$ cat src/rtl/modulo_mef_controle_registrador.sv
`default_nettype none
// ============================================================================
// Module   : modulo_mef_controle_registrador
// Brief    : FIFO buffer of user operands feeding the counter FSM handshake.
// Revision : 1.0 - initial release
// ============================================================================
module modulo_mef_controle_registrador #(
   parameter int DATA_WIDTH = 4,
   parameter int DEPTH      = 4,
   parameter int ADDR_WIDTH = 2
) (
   input  logic                  clk,
   input  logic                  rst,
   input  logic                  enable,
   input  logic                  store,
   input  logic [DATA_WIDTH-1:0] data_in,
   input  logic                  Load_C,
   input  logic                  Clear_Reg,
   output logic [DATA_WIDTH-1:0] data_out,
   output logic                  Load_Reg,
   output logic                  EmptyBuffer,
   output logic                  FullBuffer,
   output logic                  overflow,
   output logic [ADDR_WIDTH:0]   count,
   output logic                  q1,
   output logic                  q0
);

   typedef enum logic [1:0] {
      IDLE    = 2'b00,
      PRESENT = 2'b01,
      HOLD    = 2'b10,
      ILLEGAL = 2'b11
   } state_t;

   localparam logic [ADDR_WIDTH:0] c_FULL_COUNT = (ADDR_WIDTH+1)'(DEPTH);
   localparam logic [ADDR_WIDTH:0] c_ZERO_COUNT = '0;

   state_t                  state_q;
   logic [ADDR_WIDTH-1:0]   wr_ptr_q;
   logic [ADDR_WIDTH-1:0]   rd_ptr_q;
   logic [ADDR_WIDTH:0]     count_q;
   logic [DATA_WIDTH-1:0]   data_out_q;
   logic                    store_prev_q;
   logic                    overflow_q;
   logic [DATA_WIDTH-1:0]   mem_q [DEPTH];

   logic w_rise;
   logic w_pop;
   logic w_full;
   logic w_wr;
   logic w_drop;

   assign w_rise = enable & store & ~store_prev_q;
   assign w_pop  = enable & (state_q == HOLD) & Clear_Reg;
   assign w_full = (count_q == c_FULL_COUNT);
   // A pop in the same cycle frees the head slot, so a full buffer still accepts.
   assign w_wr   = w_rise & (~w_full | w_pop);
   assign w_drop = w_rise & w_full & ~w_pop;

   always_ff @(posedge clk) begin
      if (w_wr) begin
         mem_q[wr_ptr_q] <= data_in;
      end
   end

   always_ff @(posedge clk or posedge rst) begin
      if (rst) begin
         state_q      <= IDLE;
         wr_ptr_q     <= '0;
         rd_ptr_q     <= '0;
         count_q      <= '0;
         data_out_q   <= '0;
         store_prev_q <= 1'b0;
         overflow_q   <= 1'b0;
      end else if (enable) begin
         store_prev_q <= store;
         overflow_q   <= w_drop;

         if (w_wr) begin
            wr_ptr_q <= wr_ptr_q + 1'b1;
         end
         if (w_pop) begin
            rd_ptr_q <= rd_ptr_q + 1'b1;
         end

         case ({w_wr, w_pop})
            2'b10:   count_q <= count_q + 1'b1;
            2'b01:   count_q <= count_q - 1'b1;
            default: count_q <= count_q;
         endcase

         case (state_q)
            IDLE: begin
               if (count_q != c_ZERO_COUNT) begin
                  state_q    <= PRESENT;
                  data_out_q <= mem_q[rd_ptr_q];
               end
            end
            PRESENT: begin
               if (Load_C) begin
                  state_q <= HOLD;
               end
            end
            HOLD: begin
               if (Clear_Reg) begin
                  state_q <= IDLE;
               end
            end
            default: state_q <= IDLE;
         endcase
      end
   end

   assign data_out    = data_out_q;
   assign Load_Reg    = (state_q == PRESENT) || (state_q == HOLD);
   assign EmptyBuffer = (count_q == c_ZERO_COUNT);
   assign FullBuffer  = (count_q == c_FULL_COUNT);
   assign overflow    = overflow_q;
   assign count       = count_q;
   assign q1          = state_q[1];
   assign q0          = state_q[0];

endmodule
`default_nettype wire

$ cat config.mk
export PLATFORM = sky130hd
export DESIGN_NAME = modulo_mef_controle_registrador
export DESIGN_NICKNAME = d
export VERILOG_FILES = /design/src/rtl/modulo_mef_controle_registrador.sv
export SDC_FILE = /design/constraint.sdc
export NUM_CORES = 1
export LEC_CHECK = 0
export ABC_AREA = 1
export CORE_MARGIN = 2
export CORE_UTILIZATION = 47
export DETAILED_ROUTE_END_ITERATION = 10
export PLACE_DENSITY = 0.74
export SLEW_MARGIN = 20
export SYNTH_ARGS = -nofsm -noshare
export SYNTH_HDL_FRONTEND = slang
export SYNTH_SLANG_ARGS = --single-unit
$ cat constraint.sdc
create_clock -name clk -period 1.8 [get_ports clk]
set_input_delay 0.36 -clock clk [delete_from_list [all_inputs] [get_ports clk]]
set_output_delay 0.36 -clock clk [all_outputs]
set_load 0.005 [all_outputs]
; Word-level counts from Yosys, hierarchy flattened
; Memories as Yosys holds them, arrays and structs flattened. A register that Yosys moved wholly into a read port is not among the register bits.
; Index checks and enable logic that the tools add are counted.
[word_totals]
mem_count = 1
mem_bits_rw = 16
wordCells = 47
inputBits = 10
reg_bits = 11
output_inout_bits = 13
[classes]
add_sub_neg = 4
n_reduce_logical = 10
n_eq_ne = 8
bitwise = 11
mux = 7
[memory_table]
columns = memory, depth, width, read_ports, rd_ports_with_merged_regs, write_ports, line
row1 = mem_q, 4, 4, 1, 1, 1, 46  ; logic [DATA_WIDTH-1:0] mem_q [DEPTH];
[op_table]
columns = cell, n
row1 = 1-bit AND, 7
row2 = 2-bit 2-to-1 mux, 3
row3 = "2-bit inequality test, second input constant", 3
row4 = 2-bit case mux with 3 select lines, 1
row5 = 3-bit case mux with 2 select lines, 1
row6 = 2-bit AND reduction, 3
row7 = "2-bit by 1-bit adder with 2-bit output, second input constant", 2
row8 = "2-bit by 1-bit equality test with 1-bit output, second input constant", 2
row9 = "2-bit equality test, second input constant", 2
row10 = 4-bit AND reduction, 1
row11 = "3-bit by 1-bit adder with 3-bit output, second input constant", 1
row12 = "3-bit equality test, second input constant", 1
row13 = 3-bit zero test, 1
row14 = 1-bit inverter, 3
row15 = 3-bit AND reduction, 1
row16 = 3-bit nonzero test, 1
row17 = "3-bit by 1-bit subtractor with 3-bit output, second input constant", 1
row18 = 2-bit zero test, 1
row19 = 1-bit 2-to-1 mux, 2
row20 = 2-bit nonzero test, 1
row21 = 1-bit logical OR, 1
row22 = 1-bit OR, 1

; Logic depth before layout (Yosys ltp)
[logic_depth]
word_depth = 8
ltp_mapped = 11
depth_no_buf = 11

; Worst setup path after synthesis
; No wires, ideal clock.
[synth_timing]
path_type = register -> register
startpoint = reg state_q[0]
endpoint = reg count_q[1], in the netlist count[1]
period_less_slack_ns = 1.738
stages_incl_launch_ff = 10
slack_ns = 0.062
n_path_buf = 0
arrival_time_ns = 1.615
setup_time_ns = 0.123
required_time_ns = 1.677
cell_sequence = dfrtp_1 > inv_1 > ha_1 > nand2_1 > nor2_8 > nand2_4 > fa_1 > inv_1 > nand2_1 > o21ai_1
[synth_via]
elab_chain_cells = 8
word_cells_on_any_way = 10
classes_between = eq/ne (3) / mux (1) / bitwise (4) / reduce/logical (2)
[synth_lines]
columns = item, line
row1 = "start, declared", 39  ; state_t state_q;
row2 = "start signal, assigned", 69  ; state_q <= IDLE;
row3 = "start signal, assigned", 96  ; state_q <= PRESENT;
row4 = "start signal, assigned", 102  ; state_q <= HOLD;
row5 = 2-bit equality test *, 55  ; assign w_pop = enable & (state_q == HOLD) & Clear_Reg;
row6 = 1-bit AND * (2 in series), 55
row7 = 1-bit OR, 58  ; assign w_wr = w_rise & (~w_full | w_pop);
row8 = 1-bit AND, 58
row9 = 2-bit by 1-bit equality test with 1-bit output / 2-bit equality test (equally long branches), 87  ; case ({w_wr, w_pop})
row10 = 2-bit nonzero test (no source line), -
row11 = 2-bit AND reduction (no source line), -
row12 = "end signal, assigned", 88  ; 2'b10: count_q <= count_q + 1'b1;
row13 = "end signal, assigned", 89  ; 2'b01: count_q <= count_q - 1'b1;
row14 = "end signal, assigned", 90  ; default: count_q <= count_q;
row15 = "end, declared", 42  ; logic [ADDR_WIDTH:0] count_q;
; Every way passes the cells marked *; elsewhere a longest branch is shown, timed or not.
; A chain may end at the register's enable or synchronous reset.

; Final worst setup path
[layout_timing]
startpoint = reg count_q[0], in the netlist count[0]
endpoint = out count[0]
[layout_lines]
columns = item, line
row1 = "end, declared", 24  ; output logic [ADDR_WIDTH:0] count,
; No word-level cell between the ends.

==> run_results.csv <==
group,metric,value,unit
status,status,"finished, final reports clean",
sta,relSlewSlack,60.46,%
floorplan,start_util,49.30,%
floorplan,ios,23,
power,p_leak,0.0009013,uW
synthesis,ys_ff_latch,31,
route,ant_nets,0,
clocking,cts-root-buf,"clkbuf_4",
route,drc,0,
clocking,htreeDepth,2,
sta,fmax,580.6,MHz
clocking,clk_pin_slew_worst_paths,0.09,ns
clocking,insertion_delay,0.32,ns
global_route,grt_pass1_wl,4629,um
run,drv_cap,0,
finish,antennaDiodeCount,0,
hold_path,hp-class,"in -> async",
sta,worst_slew_pin_slew,0.5924,ns
route,wirelength,2860,um
global_route,antenna_found_initial,0,
synthesis,syn_avg_cell_area,10.38,sq um
clocking,ctsHoldBuffers,0,
setup_path,r2r_slack,0.09,ns
sta,fin_skew,0.003665,ns
floorplan,die_height,60.59,um
finish,layout-drive-gt1-share,24.35,%
finish,fill_cells,266,
clocking,clk_path_buf_depth,2,
placed_design,portBuffers,22,
synthesis,yosys_warnings,0,
setup_path,worstSetupStartpoint,"count[0]$_DFFE_PP0P_",
setup_path,worstSetupPathType,"reg -> out",
route,wl_per_cell,12.07,um
floorplan,core_area,3053,sq um
power,ir_drop,0.8388,mV
synthesis,synth_cell_types,23,
setup_path,crit_required,1.44,ns
setup_path,reg2reg_depth,10,
sta,slew_violations,0,
sta,rsz0062_at_grt,"no",
global_route,overflow,0,
placed_design,gp_congestion,0.7446,
floorplan,dieArea,3671,sq um
synthesis,syn_area,1505,sq um
setup_path,crit_fanout,3,
finish,final_cell_area,1982,sq um
setup_path,critPathCaptureType,"primary output",
floorplan,chipWidth,60.59,um
global_route,grt_start_max_net_pins,16,
setup_path,reg2reg_to,"count[2]$_DFFE_PP0P_",
sta,finalCriticalPeriod,1.722,ns
finish,synthToLayoutAreaGrowth,31.67,%
route,drt_pass1_iterations,4,
route,drt_iter0_drc,31,
setup_path,r2r_start,"state_q[1]$_DFFE_PP0P_",
setup_path,worstSetupEndpoint,"count[0]",
synthesis,seq_area_frac_synth,56.86,%
synthesis,synthCells,145,
clocking,cts-buffers-inserted,5,
setup_path,cp-start-kind,"register",
clocking,tritoncts,"built",
sta,hold_viol,0,
setup_path,arrival,1.36,ns
route,dr_total_vias,1100,
route,viasPerCell,4.641,
power,powerDensity,1366,nW/um^2
finish,finalNetCount,212,
sta,finalSetupViolCount,0,
global_route,grt_pass1_vias,1079,
clocking,clock-sinks,31,
synthesis,syn_nets,165,
placed_design,place_area,1873,sq um
global_route,gr-usage-all-layers,17.91,%
floorplan,rows,20,
placed_design,place_hpwl,2178,um
sta,fin_crit_sh,95.69,%
power,fin_total_pwr,2708,uW
flip-flops by register name, summed over array words and instances (netlist names):
signal and count:
store_prev_q 1, overflow 1, rd_ptr_q 2, wr_ptr_q 2, mem_q 16, count 3, state_q 2, data_out 4
cell type report:
| type | count | area, sq um | share of cell area (%) |
|---|---|---|---|
| Timing Repair Buffer | 41 | 359.1 | 18.12 |
| Tap cell | 44 | 55.05 | 2.778 |
| Sequential cell | 31 | 858.3 | 43.31 |
| Clock buffer | 7 | 55.05 | 2.778 |
| Inverter | 22 | 82.58 | 4.167 |
| Clock inverter | 1 | 5.005 | 0.2525 |
| Multi-Input combinational cell | 91 | 566.8 | 28.60 |
synthesized netlist by cell type:
master | number | share of area (%)
a21oi_1 | 2 | 0.67
buf_2 | 1 | 0.33
dfrtp_1 | 15 | 25
edfxtp_1 | 16 | 32
fa_1 | 1 | 1.3
ha_1 | 9 | 7.5
inv_1 | 19 | 4.7
inv_2 | 3 | 0.75
nand2_1 | 25 | 6.2
nand2_2 | 4 | 1.7
nand2_4 | 1 | 0.75
nand3_1 | 6 | 2.0
nand3_2 | 1 | 0.67
nand4_1 | 1 | 0.42
nor2_1 | 14 | 3.5
nor2_2 | 1 | 0.42
nor2_8 | 1 | 1.3
nor3_4 | 1 | 1.1
o21ai_0 | 15 | 5.0
o21ai_1 | 1 | 0.33
o22ai_1 | 4 | 1.7
xor2_1 | 3 | 1.7
xor2_2 | 1 | 1.1
through the flow:
stage	setup WS [ns]	TNS (ns)	utilization, %	cells	hold WS, ns
floorplan	0.06223	0	-	145	0.2615
global placement	-0.09885	-0.5858	61.35	223	0.4900
detailed placement	-0.1604	-1.107	61.35	223	0.4894
CTS	0.02897	0	64.75	237	0.4068
global route	0.001108	0	64.92	237	0.4115
finish	0.07763	0	64.92	237	0.3940
power breakdown:
group / internal [uW] / switching [uW]
Sequential: 921 / 144
Combinational: 618 / 609
Clock: 189 / 227
Total: 1730 / 980
repair_timing:
| action | CTS | global route |
|---|---|---|
| endpoints found under the hold margin | 0 | 0 |
| buffers inserted | 6 | 0 |
| setup endpoints to repair | 3 | 3 |
| gates resized for setup | 7 | 4 |
| cloned | 0 | 0 |
| pin swaps | 0 | 0 |
worst max-delay path: stages, from the launching register on:
cell	delay [ns]
dfrtp_2	0.41
buf_4	0.14
clkdlybuf4s50_1	0.49
layout by cell type, fill, tap and decap left out:
cell | Yosys | routed
nor3_4 | 1 | 1
buf_4 | 0 | 19
inv_2 | 3 | 7
dfrtp_2 | 0 | 2
nand4_1 | 1 | 1
clkbuf_1 | 0 | 1
clkbuf_8 | 0 | 1
clkdlybuf4s50_1 | 0 | 19
ha_1 | 9 | 8
nand3_2 | 1 | 1
nor2_8 | 1 | 1
nand2_4 | 1 | 1
nand2_2 | 4 | 5
nand3_1 | 6 | 6
inv_1 | 19 | 15
ha_2 | 0 | 1
nor2_1 | 14 | 14
a21oi_1 | 2 | 2
nor2_2 | 1 | 1
nand2_1 | 25 | 24
o22ai_1 | 4 | 4
dlygate4sd2_1 | 0 | 3
clkbuf_4 | 0 | 5
fa_1 | 1 | 1
clkinv_2 | 0 | 1
o21ai_0 | 15 | 15
xor2_1 | 3 | 3
xor2_2 | 1 | 1
edfxtp_1 | 16 | 16
o21ai_1 | 1 | 1
dfrtp_1 | 15 | 13
how the worst min path moves through the flow:
stage                             from                       to  slack (ns)  cells after the start
2_1_floorplan                      rst     count[0]$_DFFE_PP0P_        0.26                      1
3_3_place_gp   data_out[1]$_DFFE_PP0P_  data_out[1]$_DFFE_PP0P_        0.49                      2
3_5_place_dp   data_out[1]$_DFFE_PP0P_  data_out[1]$_DFFE_PP0P_        0.49                      2
4_1_cts                            rst  wr_ptr_q[0]$_DFFE_PP0P_        0.41                      2
5_1_grt                            rst  wr_ptr_q[1]$_DFFE_PP0P_        0.41                      2
6_report                           rst   state_q[0]$_DFFE_PP0P_        0.39                      2
cells by family (layout without fill, tap and decap cells):
family	count (synthesis)	in the layout	synth area share, %
and+or+nand+nor	55	55	18.04
DFF	31	31	56.86
buffers and inverters	23	71	5.819
AOI/OAI and AO/OA	22	22	7.647
adders and majority gates	10	10	8.811
xor gates and xnor gates	4	4	2.827
layer usage:
metal,global-route usage [%],routed length (um)
met5,0,0
met4,6.522,36
met3,7.036,99
met2,30.72,1485
met1,20.22,1239
Power figures use the tool's default switching activity.
==> patch (config.mk and constraints unchanged) <==
`ADDR_WIDTH`: 2 -> 1.
--- a/src/rtl/modulo_mef_controle_registrador.sv
+++ b/src/rtl/modulo_mef_controle_registrador.sv
@@ -8,5 +8,5 @@
    parameter int DATA_WIDTH = 4,
    parameter int DEPTH      = 4,
-   parameter int ADDR_WIDTH = 2
+   parameter int ADDR_WIDTH = 1
 ) (
    input  logic                  clk,
Interface: changed (resized count); port bits go from 23 to 22. The function was not compared with the original's and may differ.
==> patch against the unedited design <==
Setup slack got worse by 27 ps; worst hold slack worse by 34 ps; total power down 72%; clock skew rose by 10 ps; sequential cell count fell by 11; area after synthesis decreased by 36%; critical path type unchanged; cell area shrank 34%; routed wire length decreased by 37%; non-clock buffer count fell by 10.
==> patch: results (changes against the unedited design) <==
[timing]
fin_skew_ps = 13.7  ; +10.1 ps

[setup_path]
worstPathMaxFanout = 4  ; +1
rrSetupSlack_ps = 210  ; +120 ps
timing.rr.end = mem_q[0][3]
cp-endpoint = EmptyBuffer
rr_worst_depth = 6  ; -4

[layout]
fin_cells = 166  ; -30%
largest_register_ffs = 8  ; -8
layout-drive-gt1-share_pct = 16.5  ; -7.8 points
final.fill_count = 166  ; -38%

[synthesis]
synthArstFlopShare_pct = 60.0  ; +12 points
synthesis.nets = 121  ; -27%
ys_seq_area_share_pct = 56.0  ; -0.90 points
post_synth_num_cell_types = 17  ; -26%
syn_inst = 106  ; -27%

[placement]
place_congestion = 0.857  ; +15%
place_area_sq_mm = 0.00122  ; -35%
dpl.hpwl_mm = 1.38  ; -36%

[cts]
clk_pin_slew_ps = 110  ; +20 ps
htree_levels = 1  ; -1
cts_inserted_buffers = 3  ; -2

[grt]
grt_max_degree = 13  ; -3
grt_use_total_pct = 17.9  ; about the same
grt_pass1_wl_mm = 3.25  ; -30%

[pwr]
swShare_pct = 21.3  ; -15 points
power.leakage_nw = 0.606  ; -33%
vdd_drop_max_v = 0.000386  ; -54%

[detailed_routing]
drt-initial-drc-count = 6  ; -81%
avgRoutedWirePerCell_um = 10.9  ; -9.6%
via_count = 792  ; -28%

[run_status]
status = finished clean

## patch: changes by cell type after synthesis, sizes merged, moves of 5 or more
cell	change
inv	-5
nand3	-5
edfxtp	-8
a21oi	+5
o21ai	-8
nand2	-6
## patch: kinds of logic (layout without fill, tap and decap cells)
| logic type | Yosys count | in the layout | synth area share [%] |
|---|---|---|---|
| and+or+nand+nor | 45 | 45 | 20.3 |
| DFF | 20 | 20 | 56.0 |
| buffers and inverters | 19 | 52 | 7.77 |
| AOI/OAI and AO/OA | 16 | 16 | 8.55 |
| adders and majority gates | 5 | 5 | 6.48 |
| xor gates and xnor gates | 1 | 1 | 0.907 |
## patch: repair_timing
action,in CTS,in global routing
setup endpoints to repair,3,2
setup buffers,4,3
gates resized for setup,2,3
hold buffers,0,0
pin swaps,1,1
## patch: worst min-delay path by stage
stage                           start           to  slack [ps]  depth (start not counted)
final                             rst     count[1]         360                          2
after CTS                         rst     count[1]         380                          2
after global routing              rst  data_out[1]         410                          2
after detailed placement     overflow     overflow         490                          2
after floorplan                   rst     count[0]         220                          1
after global placement    data_out[3]  data_out[3]         510                          2
## patch: layout make-up
cell class,count,area [sq um],area share (%)
Clock buffer,3,22.5,1.73
Clock inverter,1,3.75,0.288
Inverter,17,63.8,4.89
Multi-Input combinational cell,67,350,26.9
Sequential cell,20,543,41.7
Tap cell,27,33.8,2.59
Timing Repair Buffer,31,287,22.0
## patch: per-stage QoR
stage | setup WS [ps] | hold slack [ps]
3_5_place_dp | 22.1 | 490
3_3_place_gp | 87.5 | 507
2_1_floorplan | 250 | 225
5_1_grt | -3.14 | 415
6_report | 50.3 | 360
4_1_cts | 7.61 | 379
## patch: power by group through the flow
stage,Combinational [mW],Clock (mW),Sequential [mW]
finish,0.0521,0.212,0.483
global route,0.0587,0.244,0.484
CTS,0.0523,0.220,0.484
detailed placement,0.0520,0,0.493
global placement,0.0510,0,0.493
floorplan,0.0161,0,0.493
## patch: metal layers
metal  part of all wire, %  vias to the layer above  wire, um  track usage, %
met5                     0                        -         0               0
met2                    50                       16       913            31.8
met3                   4.0                        6        72            4.29
met4                   3.1                        0        57            11.4
li1                      -                      393         -               -
met1                    42                      377       766            18.7
